--- src/rtl/alarm_pkg.sv ---
// Shared definitions for the alarm sequencer: state encoding, volume
// constants, default time limits and a counter-width helper.
package alarm_pkg;

  typedef enum logic [1:0] {
    ST_IDLE     = 2'd0,
    ST_ARMED    = 2'd1,
    ST_RINGING  = 2'd2,
    ST_SNOOZING = 2'd3
  } alarm_state_t;

  localparam logic [7:0] VOL_OFF      = 8'h00;
  localparam logic [7:0] VOL_STEP_DEF = 8'h20;
  localparam logic [7:0] VOL_MAX_DEF  = 8'hE0;

  localparam int unsigned RING_LIMIT_S_DEF = 300;
  localparam int unsigned SNOOZE_S_DEF     = 540;
  localparam int unsigned SNOOZE_MAX_DEF   = 3;

  // Bits needed to hold the value n (at least one bit).
  function automatic int unsigned cnt_width(input int unsigned n);
    if (n < 2) return 1;
    return $clog2(n + 1);
  endfunction

endpackage

--- src/rtl/sec_downcounter.sv ---
// Loadable seconds down-counter, decremented by the 1 Hz tick. Shared by the
// ring-duration and snooze-duration timers.
module sec_downcounter #(
  parameter int unsigned W = 9
) (
  input  logic         i_clk,
  input  logic         i_rst_n,
  input  logic         i_load,
  input  logic [W-1:0] i_load_val,
  input  logic         i_tick,
  output logic         o_zero,
  output logic         o_expire
);

  logic [W-1:0] r_count;

  always_ff @(posedge i_clk or negedge i_rst_n) begin
    if (!i_rst_n) begin
      r_count <= '0;
    end else if (i_load) begin
      r_count <= i_load_val;
    end else if (i_tick && (r_count != '0)) begin
      r_count <= r_count - W'(1);
    end
  end

  assign o_zero   = (r_count == '0);
  // Asserted on the tick that takes the count from one to zero, so the owner
  // can act on the same edge the final second elapses.
  assign o_expire = i_tick && (r_count == W'(1));

endmodule

--- src/rtl/alarm_sequencer.sv ---
// Alarm sequencer: arms on level, rings on the rising edge of a time match,
// ramps volume once per second, and supports limited snoozes and dismiss.
module alarm_sequencer
  import alarm_pkg::*;
#(
  parameter int unsigned RING_LIMIT_S = RING_LIMIT_S_DEF,
  parameter int unsigned SNOOZE_S     = SNOOZE_S_DEF,
  parameter int unsigned SNOOZE_MAX   = SNOOZE_MAX_DEF,
  parameter logic [7:0]  VOL_STEP     = VOL_STEP_DEF,
  parameter logic [7:0]  VOL_MAX      = VOL_MAX_DEF
) (
  input  logic        CLK,
  input  logic        reset,
  input  logic        tick_1hz,
  input  logic [23:0] time_now,
  input  logic [23:0] alarm_time,
  input  logic        arm,
  input  logic        snooze,
  input  logic        dismiss,
  output logic [7:0]  vol,
  output logic        ringing,
  output logic        snoozing,
  output logic        alarm_indicator,
  output logic [1:0]  snooze_left
);

  localparam int unsigned RING_W = cnt_width(RING_LIMIT_S);
  localparam int unsigned SNZ_W  = cnt_width(SNOOZE_S);

  alarm_state_t r_state;
  alarm_state_t w_state_nx;

  logic [7:0] r_vol;
  logic [7:0] w_vol_nx;
  logic [1:0] r_snooze_left;
  logic [1:0] w_left_nx;
  logic       r_ringing;
  logic       r_snoozing;
  logic       r_alarm_ind;
  logic       r_match_prev;

  logic       w_match;
  logic       w_trigger;
  logic [8:0] w_vol_sum;
  logic [7:0] w_vol_ramp;

  logic w_ring_load;
  logic w_ring_tick;
  logic w_ring_zero;
  logic w_ring_expire;
  logic w_snz_load;
  logic w_snz_tick;
  logic w_snz_zero;
  logic w_snz_expire;

  assign w_match   = (time_now == alarm_time);
  assign w_trigger = w_match && !r_match_prev;

  // Sum is one bit wider so the ceiling compare never sees an 8-bit wrap.
  assign w_vol_sum  = {1'b0, r_vol} + {1'b0, VOL_STEP};
  assign w_vol_ramp = (w_vol_sum > {1'b0, VOL_MAX}) ? VOL_MAX : w_vol_sum[7:0];

  assign w_ring_tick = tick_1hz && (r_state == ST_RINGING);
  assign w_snz_tick  = tick_1hz && (r_state == ST_SNOOZING);

  sec_downcounter #(
    .W (RING_W)
  ) u_ring_cnt (
    .i_clk      (CLK),
    .i_rst_n    (reset),
    .i_load     (w_ring_load),
    .i_load_val (RING_W'(RING_LIMIT_S)),
    .i_tick     (w_ring_tick),
    .o_zero     (w_ring_zero),
    .o_expire   (w_ring_expire)
  );

  sec_downcounter #(
    .W (SNZ_W)
  ) u_snz_cnt (
    .i_clk      (CLK),
    .i_rst_n    (reset),
    .i_load     (w_snz_load),
    .i_load_val (SNZ_W'(SNOOZE_S)),
    .i_tick     (w_snz_tick),
    .o_zero     (w_snz_zero),
    .o_expire   (w_snz_expire)
  );

  // Branch order inside each state encodes the same-cycle priority:
  // arm drop, then dismiss, then snooze, then timer expiry, then trigger.
  always_comb begin
    w_state_nx  = r_state;
    w_vol_nx    = r_vol;
    w_left_nx   = r_snooze_left;
    w_ring_load = 1'b0;
    w_snz_load  = 1'b0;

    if (!arm) begin
      w_state_nx = ST_IDLE;
      w_vol_nx   = VOL_OFF;
    end else begin
      case (r_state)
        ST_IDLE: begin
          w_state_nx = ST_ARMED;
        end
        ST_ARMED: begin
          if (w_trigger) begin
            w_state_nx  = ST_RINGING;
            w_left_nx   = 2'(SNOOZE_MAX);
            w_vol_nx    = VOL_STEP;
            w_ring_load = 1'b1;
          end
        end
        ST_RINGING: begin
          if (dismiss) begin
            w_state_nx = ST_ARMED;
            w_vol_nx   = VOL_OFF;
          end else if (snooze && (r_snooze_left != 2'd0)) begin
            w_state_nx = ST_SNOOZING;
            w_vol_nx   = VOL_OFF;
            w_left_nx  = r_snooze_left - 2'd1;
            w_snz_load = 1'b1;
          end else if (w_ring_expire || w_ring_zero) begin
            w_state_nx = ST_ARMED;
            w_vol_nx   = VOL_OFF;
          end else if (tick_1hz) begin
            w_vol_nx = w_vol_ramp;
          end
        end
        ST_SNOOZING: begin
          if (dismiss) begin
            w_state_nx = ST_ARMED;
            w_vol_nx   = VOL_OFF;
          end else if (w_snz_expire || w_snz_zero) begin
            w_state_nx  = ST_RINGING;
            w_vol_nx    = VOL_STEP;
            w_ring_load = 1'b1;
          end
        end
        default: begin
          w_state_nx = ST_IDLE;
          w_vol_nx   = VOL_OFF;
        end
      endcase
    end
  end

  always_ff @(posedge CLK or negedge reset) begin
    if (!reset) begin
      r_state       <= ST_IDLE;
      r_vol         <= VOL_OFF;
      r_snooze_left <= '0;
      r_ringing     <= 1'b0;
      r_snoozing    <= 1'b0;
      r_alarm_ind   <= 1'b0;
      r_match_prev  <= 1'b0;
    end else begin
      r_state       <= w_state_nx;
      r_vol         <= w_vol_nx;
      r_snooze_left <= w_left_nx;
      r_ringing     <= (w_state_nx == ST_RINGING);
      r_snoozing    <= (w_state_nx == ST_SNOOZING);
      r_alarm_ind   <= (w_state_nx != ST_IDLE);
      r_match_prev  <= w_match;
    end
  end

  assign vol             = r_vol;
  assign ringing         = r_ringing;
  assign snoozing        = r_snoozing;
  assign alarm_indicator = r_alarm_ind;
  assign snooze_left     = r_snooze_left;

endmodule

--- config.mk ---
export PLATFORM = sky130hd
export DESIGN_NAME = alarm_sequencer
export DESIGN_NICKNAME = d
export VERILOG_FILES = /design/src/rtl/alarm_pkg.sv /design/src/rtl/sec_downcounter.sv /design/src/rtl/alarm_sequencer.sv
export SDC_FILE = /design/constraint.sdc
export NUM_CORES = 1
export LEC_CHECK = 0
export ABC_AREA = 0
export BUFFER_PORTS_ARGS = -buffer_cell sky130_fd_sc_hd__buf_2
export CORE_UTILIZATION = 39
export DETAILED_ROUTE_END_ITERATION = 8
export PLACE_DENSITY = 0.64
export RECOVER_POWER = 50
export SLEW_MARGIN = 20
export SYNTH_ARGS = -nofsm -noshare
export SYNTH_HDL_FRONTEND = slang
export SYNTH_SLANG_ARGS = --single-unit
--- constraint.sdc ---
create_clock -name CLK -period 2.3 [get_ports CLK]
set_input_delay 0 -clock CLK [delete_from_list [all_inputs] [get_ports CLK]]
set_output_delay 0 -clock CLK [all_outputs]
set_load 0.005 [all_outputs]
# [After elaboration in Yosys (flattened, before gate mapping)]
# Cells that the tools add are included.
[totals] output_inout_bits=13 latchBits=0 inputBits=54 mem_bits_ro=0 n_memories=0 register_bits=35 ramBits=0
[classes] reduce_logical=23 bitwise=0 addsub=4 n_mux=35 order_cmp=1 n_eq_ne=15 multipliers=0 shifts=0 div=0
[op_table] op="two-way mux 8 bit" count=9
[op_table] op="equality test 24 bit" count=1
[op_table] op="one-hot mux 8 bit (3 select lines)" count=1
[op_table] op="two-way mux 10 bit" count=2
[op_table] op="two-way mux 2 bit" count=10
[op_table] op="two-way mux 9 bit" count=2
[op_table] op="equality test 10 x 1 -> 1 bit, second input constant" count=1
[op_table] op="zero test 10 bit" count=1
[op_table] op="nonzero test 10 bit" count=1
[op_table] op="nonzero test 2 bit" count=5
[op_table] op="subtractor 10 x 1 -> 10 bit, second input constant" count=1
[op_table] op="adder 8 x 6 -> 9 bit, second input constant" count=1
[op_table] op="equality test 9 x 1 -> 1 bit, second input constant" count=1
[op_table] op="> comparator 9 x 8 -> 1 bit, second input constant" count=1
[op_table] op="zero test 9 bit" count=1
[op_table] op="nonzero test 9 bit" count=1
[op_table] op="subtractor 9 x 1 -> 9 bit, second input constant" count=1
[op_table] op="equality test 2 bit, second input constant" count=4
[op_table] op="logical AND 1 bit" count=8
[op_table] op="two-way mux 1 bit" count=8
[op_table] op="one-hot mux 2 bit (4 select lines)" count=1
[op_table] op="inequality test 6 x 4 -> 1 bit, second input constant" count=1
[op_table] op="AND reduction 5 bit" count=1
[op_table] op="inequality test 2 bit, second input constant" count=2
[op_table] op="12 further kinds" count=13

# [Longest topological paths before layout]
# Gate-level depths: netlist of run 1.
[depth] ltp_word=10 depth_mapped=8 depth_no_buf=8

# [Hierarchy]
# Synthesis of run 1 repeated with hierarchy kept, for this count alone.
[hier_totals] hier_cells=283 hier_area_um2=2441.1
[by_module_without_submodules] module="alarm_sequencer" instances=1 area_each_um2=1088.5 cells_per_inst=132
[by_module_without_submodules] module="sec_downcounter (u_ring_cnt)" instances=1 area_each_um2=691.9 cells_per_inst=77
[by_module_without_submodules] module="sec_downcounter (u_snz_cnt)" instances=1 area_each_um2=660.6 cells_per_inst=74

# [Least setup slack after synthesis of run 1]
# Ideal clock, no wire load.
[synth_path] path_kind="reg-to-reg" startpoint="register u_snz_cnt.r_count[5]" endpoint="register r_vol[5] (netlist: vol[5])" stages_incl_launch_ff=6 period_less_slack_ps=1877 required_time_ps=2181 t_arrival_ps=1758 setup_slack_ps=423 setup_time_ps=119 cell_sequence="dfrtp_1 -> or4_4 -> nor3_1 -> o22ai_1 -> a221o_1 -> o21a_1"
[synth_between] elab_chain_cells=5 word_cells_on_any_way=6 classes_between="eq/ne (2); reduce/logical (4)"
[synth_lines] item="start, declared" line="sec_downcounter.sv:15" text="logic [W-1:0] r_count;"
[synth_lines] item="start signal, assigned" line="sec_downcounter.sv:21" text="r_count <= i_load_val;"
[synth_lines] item="start signal, assigned" line="sec_downcounter.sv:23" text="r_count <= r_count - W'(1);"
[synth_lines] item="equality test 10 x 1 -> 1 bit" line="sec_downcounter.sv:30" text="assign o_expire = i_tick && (r_count == W'(1));"
[synth_lines] item="logical AND 1 bit" line="sec_downcounter.sv:30"
[synth_lines] item="logical OR 1 bit *" line="alarm_sequencer.sv:135" text="end else if (w_snz_expire || w_snz_zero) begin"
[synth_lines] item="inequality test 4 x 3 -> 1 bit (no line) *"
[synth_lines] item="AND reduction 4 bit (no line) *"
[synth_lines] item="end signal, assigned" line="alarm_sequencer.sv:160" text="r_vol <= w_vol_nx;"
[synth_lines] item="end, declared" line="alarm_sequencer.sv:33" text="logic [7:0] r_vol;"
# Mark *: on every way between the ends. The rest lies on a longest branch, timed or not.
# A chain may end at the register's enable or synchronous reset.

# [Final worst setup path of run 1]
[layout_path] startpoint="register u_snz_cnt.r_count[0]" endpoint="register u_snz_cnt.r_count[9]"
[layout_between] elab_chain_cells=3 word_cells_on_any_way=6 classes_between="add/sub (1); mux (2); reduce/logical (3)"
[layout_lines] item="subtractor 10 x 1 -> 10 bit or nonzero test 10 bit (tied branches)" line="sec_downcounter.sv:23, sec_downcounter.sv:22"
[layout_lines] item="two-way mux 10 bit or logical AND 1 bit (tied branches)" line="sec_downcounter.sv:22" text="end else if (i_tick && (r_count != '0)) begin"
[layout_lines] item="two-way mux 10 bit or nonzero test 2 bit (tied branches)"
# Several ways; a longest one is shown, not always the timed one. The select of a mux whose other input is x is not followed.

==> run metrics, run 1 <==
Die Span X between 70 and 80 um; Overall Global Routing Usage ~18%; final setup violation count 0; 1st-iter DRT viols 64; top post-synthesis cells by area dfrtp_1, xor2_1, ha_1, xnor2_1, nor4_1; final worst-path cycle share approximately 89%; reg2reg setup slack 250 ps; via count 1,686; first-pass GRT wire length ~7.3 mm; placed cell area around 2400 um^2; DR WL/cell ~12 um; Clk Latency, worst-skew pair around 280 ps; post-route design area ~2500 um^2; Yosys reg bits 30; Top FF cell, synth dfrtp_1; ANT nets after route 0; FF/Latch Area roughly 750 um^2; Syn-to-layout area delta 25.1%; list of most frequent post-synthesis cells dfrtp_1, xor2_1, nand2_1, nor2_1; CTS buffer count 5; initial core utilization roughly two fifths; Max Clock Skew just under 2 ps; fin cells between 300 and 400; fmax 488 MHz; WP data required approximately 2500 ps; r2r endpoint u_snz_cnt.r_count[9]; hold_sp dismiss; post-route minimum period ~2000 ps; drt pass-1 iters 4; Die Area ~5400 um^2; dpl hpwl around 3.2 mm; vias in the first global route ~1,700; antenna violations before repair 0; Cell Pwr Density ~460 nW/um^2; Synth area leader dfrtp_1; Cells after Synth between 200 and 250; WL final approximately 4.0 mm; Die Ht roughly 74 um; MaxCap Viol Count 1; core area approximately 4800 um^2; GPL Wtd Cong around 0.78; RSZ-0062 raised after global routing false; maximum VDD drop around 0.00016 V; crit path max fanout 6; failing checks capacitance limit, slew limit; maximum clock path buffer count 2; placed cells between 300 and 400; Reg clk slew, reported paths 60 ps; # diodes 0; Critical Path Source Type flop; Worst R2R Path Depth 8; Final Hold Vio Count 0; status finished with violations; share of post-route cells with drive strength above 1 around 28%; Hold Path Cell Cnt 3; maximum level of the CTS H-tree 2; cell leakage power ~1.2 nW; FFs w/ async S/R, synth between 90% and 100%; synthesized area around 2000 um^2; Resize count post-CTS 0; fillers 460; Sum Neg Setup Slack 0 ps; Synth cell types 44; CTS tree yes; # DRC 0; Yosys Warn Count 0; num ports 67; Hold Path End ringing; multi-input gate area in the final layout 1170 um^2; Arrival @ worst endpoint 2200 ps; final net count 340; Min Hold Slack between 80 and 90 ps; largest net degree at the start of global routing 31; class of the worst hold path primary input to flop; worst slew pin tran roughly 1600 ps; Worst slew margin -6.91%; Port-buffer cells 61; Final WS setup 253 ps; final-report max-slew violation count 31; post-DR vias/cell 4.87; Root Driver clkbuf_8; CP Capture Type flop; pre-CTS setup slack between 200 and 300 ps; post-synthesis sequential area ratio 37.6%; critical path type flop to flop; reg2reg start u_snz_cnt.r_count[0]; row count 25; Post-synth EDFFs 0; area share of the largest cell type after synthesis a little under two fifths; utilization after layout a little over 50%; mean post-synth cell area 9.55 um^2; clk sinks 30; Power, Total 1.15 mW; GRT Residual Overflow 0
==> flip-flops by register name (all words and copies together), names as in the netlist <==
name	flops
r_state	2
alarm_indicator	1
ringing	1
u_ring_cnt.r_count	9
r_match_prev	1
snoozing	1
vol	3
u_snz_cnt.r_count	10
snooze_left	2
==> where the power goes <==
group / internal, mW / switching, mW / leakage [nW]
sequential: 0.531 / 0.00396 / 0.403
combinational: 0.0614 / 0.0575 / 0.755
clock: 0.302 / 0.195 / 0.0575
==> per-layer routing <==
layer | global-route usage [%] | share of wire (%) | vias up
met4 | 5.77 | 1.5 | 0
met3 | 4.53 | 4.8 | 6
li1 | - | - | 870
met1 | 21.6 | 47 | 758
met2 | 29.9 | 46 | 52
met5 | 0 | 0 | -
==> cell usage in the layout, fill, tap and decap left out, types with 5 or more instances in the layout <==
master,count
buf_2,57
conb_1,5
nor2_1,14
o21ai_0,5
nand3_1,10
inv_1,11
nor4_1,11
nor3_1,7
xnor2_1,8
nand2_1,17
dfrtp_1,30
clkbuf_8,8
ha_1,8
nor2b_1,5
xor2_1,30
==> cells by family (layout without fill, tap and decap cells) <==
kind of cell | after synthesis | in the layout | share of synthesized area [%]
other cells | 1 | 5 | 0.188
simple gates | 85 | 85 | 23.3
flops | 30 | 30 | 37.6
mux | 1 | 1 | 0.564
fa+ha+maj | 8 | 8 | 5.02
compound gates | 27 | 27 | 12.0
xor+xnor | 38 | 38 | 16.7
buf+inv | 19 | 85 | 4.64
==> critical path, cell delays in order, from the launching register on <==
cell and delay (ps):
dfrtp_1 430, inv_1 90, ha_1 220, inv_1 120, o31ai_4 110, nor4_1 590
nand2b_1 150, xor2_1 160, nand2_1 60
==> how the worst max path moves through the flow <==
stage	end	cells past startpoint	from
after floorplan	vol[5]	5	u_snz_cnt.r_count[5]
after global placement	u_ring_cnt.r_count[1]	5	u_snz_cnt.r_count[5]
after detailed placement	u_snz_cnt.r_count[9]	8	u_snz_cnt.r_count[0]
after CTS	u_ring_cnt.r_count[1]	5	u_snz_cnt.r_count[5]
after global routing	u_snz_cnt.r_count[9]	8	u_snz_cnt.r_count[0]
final	u_snz_cnt.r_count[9]	8	u_snz_cnt.r_count[0]
==> area by class of cell <==
class | instances | area share (%)
Tap cell | 67 | 3.36
Sequential cell | 30 | 30.1
Multi-Input combinational cell | 164 | 46.8
Clock buffer | 8 | 4.41
Timing Repair Buffer | 66 | 13.7
Inverter | 11 | 1.65
==> repair_timing <==
action | CTS | global route
hold buffers | 2 | 0
endpoints found under the setup margin | 0 | 0
endpoints found under the hold margin | 31 | 0
setup buffers | 0 | 0
Note: power is estimated with default switching activity, not from simulation.
==> run 2: changes to the inputs <==
--- a/config.mk
+++ b/config.mk
@@ -7,9 +7,9 @@
 export LEC_CHECK = 0
 export ABC_AREA = 0
 export BUFFER_PORTS_ARGS = -buffer_cell sky130_fd_sc_hd__buf_2
-export CORE_UTILIZATION = 39
+export CORE_UTILIZATION = 45
 export DETAILED_ROUTE_END_ITERATION = 8
-export PLACE_DENSITY = 0.64
+export PLACE_DENSITY = 0.73
 export RECOVER_POWER = 50
 export SLEW_MARGIN = 20
 export SYNTH_ARGS = -nofsm -noshare
==> run 2 against run 1 <==
Net effect:
- the run still ends with capacitance limit, slew limit left
- utilization is 8.7 points higher
- routed wire length increased by 6.3%
- first-iteration DRC count down 11%
- critical path depth unchanged
- sequential power about the same
- clock power up 34%
- die area fell by 13%
- via count up 3.4%
- critical path type unchanged
- critical endpoint is now u_snz_cnt.r_count[7]
- highest routed layer unchanged
==> run metrics, run 2 (synthesis results as in run 1) <==
maximum clock path buffer count 2; share of post-route cells with drive strength above 1 a little over a quarter; Port-buffer cells 61; drt pass-1 iters 4; maximum level of the CTS H-tree 2; Final Hold Vio Count 0; Critical Path Source Type flop; Root Driver clkbuf_8; Syn-to-layout area delta 24.8%; CTS buffer count 5; initial core utilization 48.5%; final net count around 340; Crit-path slowest cell nor4_1; final worst-path cycle share about 90%; Top reg by flops u_snz_cnt.r_count; CP Capture Type flop; Resize count post-CTS 0; Die Span X 68.6 um; status finished with violations; cell leakage power about 1.2 nW; post-DR vias/cell 5.33; Die Area 4710 um^2; GPL Wtd Cong approximately 0.73; Sum Neg Setup Slack 0 ps; CP most frequent cell inv_1; critical path type flop to flop; CP max stage delay 540 ps; final setup violation count 0; failing checks capacitance limit, slew limit; class of the worst hold path primary input to flop; Overall Global Routing Usage 20.3%; leading cell type in the layout, fill and taps excluded buf_2; # DRC 0; antenna violations before repair 0; Die Ht about 69 um; num ports 67; first-pass GRT wire length ~7.0 mm; Post-CTS Setup Bufs 0; most frequent cells in the layout buf_2, xor2_1, dfrtp_1, nand2_1, nor2_1; clk sinks 30; DR WL/cell between 10 and 15 um; # diodes 0; 1st-iter DRT viols 57; pre-CTS setup slack ~300 ps; via count 1,744; MaxCap Viol Count 1; final-report max-slew violation count 31; RSZ-0062 raised after global routing false; cts hold-fix bufs 2; Cell Pwr Density 530 nW/um^2; Clk Latency, worst-skew pair 280 ps; fmax just under 500 MHz; Largest register FFs 10; Reg clk slew, reported paths roughly 70 ps; row count 23; maximum VDD drop between 0.0003 and 0.0004 V; Final WS setup 259 ps; crit path cell chain inv_1 -> ha_1 -> inv_1 -> o31ai_4 -> nor4_1 -> nand2_1 -> xor2_1 -> nor2_1; CTS tree yes; Max Clock Skew 5.76 ps; vias in the first global route around 1,700; delay-heaviest family, CP simple AND/OR/NAND/NOR gates; dpl hpwl 3.41 mm; core area 4120 um^2; crit path max fanout 6; Arrival @ worst endpoint between 2000 and 2500 ps; Crit path buffers/inverters 2; ANT nets after route 0; worst slew pin tran around 1600 ps; WP data required around 2500 ps; post-route minimum period a little over 2000 ps; GRT Residual Overflow 0; largest net degree at the start of global routing 31; Worst slew margin -6.67%; WL final between 4 and 5 mm
## run 2: changes by cell type in the layout (fill, tap and decap cells not counted), sizes merged
cell / delta
buf: -4
bufinv: +2
## run 2: final timing paths
kind,depth (start not counted),slack (ps),from,end
max in group asynchronous,2,720,reset,u_ring_cnt.r_count[2]
setup reg to reg,8,260,u_snz_cnt.r_count[0],u_snz_cnt.r_count[7]
hold reg to reg,2,530,u_ring_cnt.r_count[8],u_ring_cnt.r_count[8]
setup / recovery,8,260,u_snz_cnt.r_count[0],u_snz_cnt.r_count[7]
hold / removal,3,100,dismiss,ringing
min in group asynchronous,2,650,reset,snooze_left[1]
## run 2: final cells by class
type,instances,area (um^2)
Clock buffer,6,82.6
Clock inverter,2,60.1
Fill cell,356,1630
Inverter,11,41.3
Multi-Input combinational cell,164,1170
Sequential cell,30,751
Tap cell,50,62.6
Timing Repair Buffer,64,325
## run 2: metrics by stage
stage	instance area [um^2]	power, mW	cells	hold slack (ps)	utilization [%]
6_report	2490	1.32	327	96.1	60.5
5_1_grt	2490	1.36	327	103	60.5
4_1_cts	2500	1.33	327	89.4	60.7
3_5_place_dp	2330	0.663	317	73.6	56.7
3_3_place_gp	2330	0.660	317	76.1	56.7
2_1_floorplan	2010	0.597	213	-296	-
## run 2: worst register-to-register path, stage by stage, from the launching register on
cell and delay (ps):
dfrtp_1 450, inv_1 100, ha_1 230, inv_1 120
o31ai_4 110, nor4_1 540, nand2_1 140, xor2_1 160
nor2_1 60
## run 2: layer usage
| layer | wire, um | vias to the layer above | GRT usage, % |
|---|---|---|---|
| li1 | - | 870 | - |
| met1 | 1840 | 827 | 22.8 |
| met2 | 2220 | 42 | 37.4 |
| met3 | 191 | 5 | 5.92 |
| met4 | 30 | 0 | 4.69 |
| met5 | 0 | - | 0 |
## run 2: where the power goes
group	internal, mW	switching [mW]
sequential	0.531	0.00418
combinational	0.0611	0.0573
clock	0.462	0.203
total	1.05	0.265
==> run 3: changes to the inputs <==
--- a/config.mk
+++ b/config.mk
@@ -8,10 +8,10 @@
 export ABC_AREA = 0
 export BUFFER_PORTS_ARGS = -buffer_cell sky130_fd_sc_hd__buf_2
 export CORE_UTILIZATION = 45
+export CTS_BUF_LIST = sky130_fd_sc_hd__clkbuf_16
 export DETAILED_ROUTE_END_ITERATION = 8
 export PLACE_DENSITY = 0.73
 export RECOVER_POWER = 50
-export SLEW_MARGIN = 20
 export SYNTH_ARGS = -nofsm -noshare
 export SYNTH_HDL_FRONTEND = slang
 export SYNTH_SLANG_ARGS = --single-unit
==> run 3 against run 2 <==
Net effect:
- maximum frequency grew 0.20%
- the flow still finishes with violations (capacitance limit, slew limit)
- setup slack gained 4.0 ps
- via count shrank 0.23%
- critical path depth is the same
- non-clock buffer count is the same
- utilization grew 1.1 points
- clock skew shrank 1.7 ps
- design area grew 1.9%
- critical endpoint unchanged
- critical path type unchanged
- final cell count is the same
- global-route usage grew 0.49 points
- clock power grew 26%
==> run metrics, run 3 (synthesis results as in run 1) <==
final-report max-slew violation count 31; Die Span X a little under 70 um; row count 23; 1st-iter DRT viols just under 80; multi-input gate area in the final layout about 1200 um^2; fillers 352; hold_sp dismiss; FF/Latch Area about 750 um^2; maximum level of the CTS H-tree 2; GPL Wtd Cong between 0.7 and 0.8; largest net degree at the start of global routing 31; Power, Total 1.49 mW; core area between 4000 and 5000 um^2; Clk Latency, worst-skew pair roughly 270 ps; Die Ht ~69 um; maximum VDD drop 0.000396 V; DR WL/cell about 13 um; Largest register FFs 10; Port-buffer cells 61; Arrival @ worst endpoint between 2000 and 2500 ps; Reg clk slew, reported paths about 50 ps; failing checks capacitance limit, slew limit; RSZ-0062 raised after global routing false; critical path type flop to flop; final setup violation count 0; reg2reg start u_snz_cnt.r_count[0]; ANT nets after route 0; Max Clock Skew roughly 4 ps; share of post-route cells with drive strength above 1 between 20% and 30%; first-pass GRT wire length 7.14 mm; Min Hold Slack 107 ps; most frequent cells in the layout buf_2, xor2_1, dfrtp_1, nand2_1, nor2_1; final net count ~340; WP data required 2450 ps; CTS tree yes; Final Hold Vio Count 0; Die Area between 4000 and 5000 um^2; cell leakage power between 1 and 1.5 nW; final worst-path cycle share a little under 90%; Syn-to-layout area delta 27.1%; post-DR vias/cell 5.32; Overall Global Routing Usage 20.8%; status finished with violations; Top reg by flops u_snz_cnt.r_count; WL final approximately 4.3 mm; num ports between 60 and 70; class of the worst hold path primary input to flop; reg2reg setup slack 260 ps; Critical Path Source Type flop; maximum clock path buffer count 2; CTS buffer count 5; fmax approximately 490 MHz; r2r endpoint u_snz_cnt.r_count[7]; antenna violations before repair 0; vias in the first global route 1,667; # DRC 0; # diodes 0; clk sinks 30; Root Driver clkbuf_16; Worst slew margin -6.51%; MaxCap Viol Count 1; via count roughly 1,700; leading cell type in the layout, fill and taps excluded buf_2; Hold Path End ringing; post-route minimum period 2040 ps; Cell Pwr Density 588 nW/um^2; GRT Residual Overflow 0; Sum Neg Setup Slack 0 ps; Worst R2R Path Depth 8; drt pass-1 iters 4; worst slew pin tran between 1500 and 2000 ps; crit path max fanout 6; Hold Path Cell Cnt 3; CP Capture Type flop; dpl hpwl between 3 and 4 mm; initial core utilization around half
==> run 3: changes by cell type in the layout (fill, tap and decap cells not counted), sizes merged <==
cell    before  now
clkbuf      12   11
clkinv       0    1
==> run 3: layout make-up <==
class                   instances  share of cell area (%)
clock buffers                   5                    4.93
clock inverters                 3                    2.52
inverters                      11                    1.63
multi-input cells             164                    46.0
flip-flops and latches         30                    29.6
well taps                      50                    2.47
repair buffers                 64                    12.8
==> run 3: how the worst max path moves through the flow <==
| stage | start | endpoint | slack, ps | cells after the start |
|---|---|---|---|---|
| floorplan | u_snz_cnt.r_count[5] | vol[5] | 420 | 5 |
| detailed placement | u_snz_cnt.r_count[0] | u_snz_cnt.r_count[9] | 300 | 8 |
| global placement | u_snz_cnt.r_count[5] | vol[5] | 340 | 5 |
| finish | u_snz_cnt.r_count[0] | u_snz_cnt.r_count[7] | 260 | 8 |
| global route | u_snz_cnt.r_count[0] | u_snz_cnt.r_count[9] | 80 | 8 |
| CTS | u_snz_cnt.r_count[0] | u_snz_cnt.r_count[9] | 260 | 8 |
==> run 3: what timing repair did <==
action / in CTS / in global routing
gates resized for setup: 0 / 0
hold buffers: 2 / 0
endpoints found under the hold margin: 31 / 0
setup buffers: 0 / 0
==> run 3: power by group <==
part	switching [mW]	total, mW	internal [mW]
Combinational	0.0571	0.118	0.0611
Clock	0.221	0.837	0.616
Sequential	0.00406	0.536	0.532
==> run 3: worst max-delay path, cell delays in order (launching register included) <==
cell,delay [ps]
dfrtp_1,450
inv_1,100
ha_1,230
inv_1,120
o31ai_4,110
nor4_1,550
nand2_1,140
xor2_1,160
nor2_1,50
==> run 3: metal layers <==
metal / share of wire (%) / up-vias / global-route usage, % / wire, um
met4: 0.67 / 0 / 6.25 / 29
met2: 53 / 41 / 38.1 / 2280
met5: 0 / - / 0 / 0
met3: 3.9 / 4 / 4.93 / 169
li1: - / 872 / - / -
met1: 43 / 823 / 23.6 / 1840
==> run 3: metrics by stage <==
step	setup slack, ps	std cells	cell area [um^2]	utilization [%]
after floorplan	423	213	2010	-
final	263	327	2540	61.6
after global routing	83.6	327	2540	61.6
after global placement	341	317	2330	56.7
after detailed placement	299	317	2330	56.7
after CTS	264	327	2540	61.8
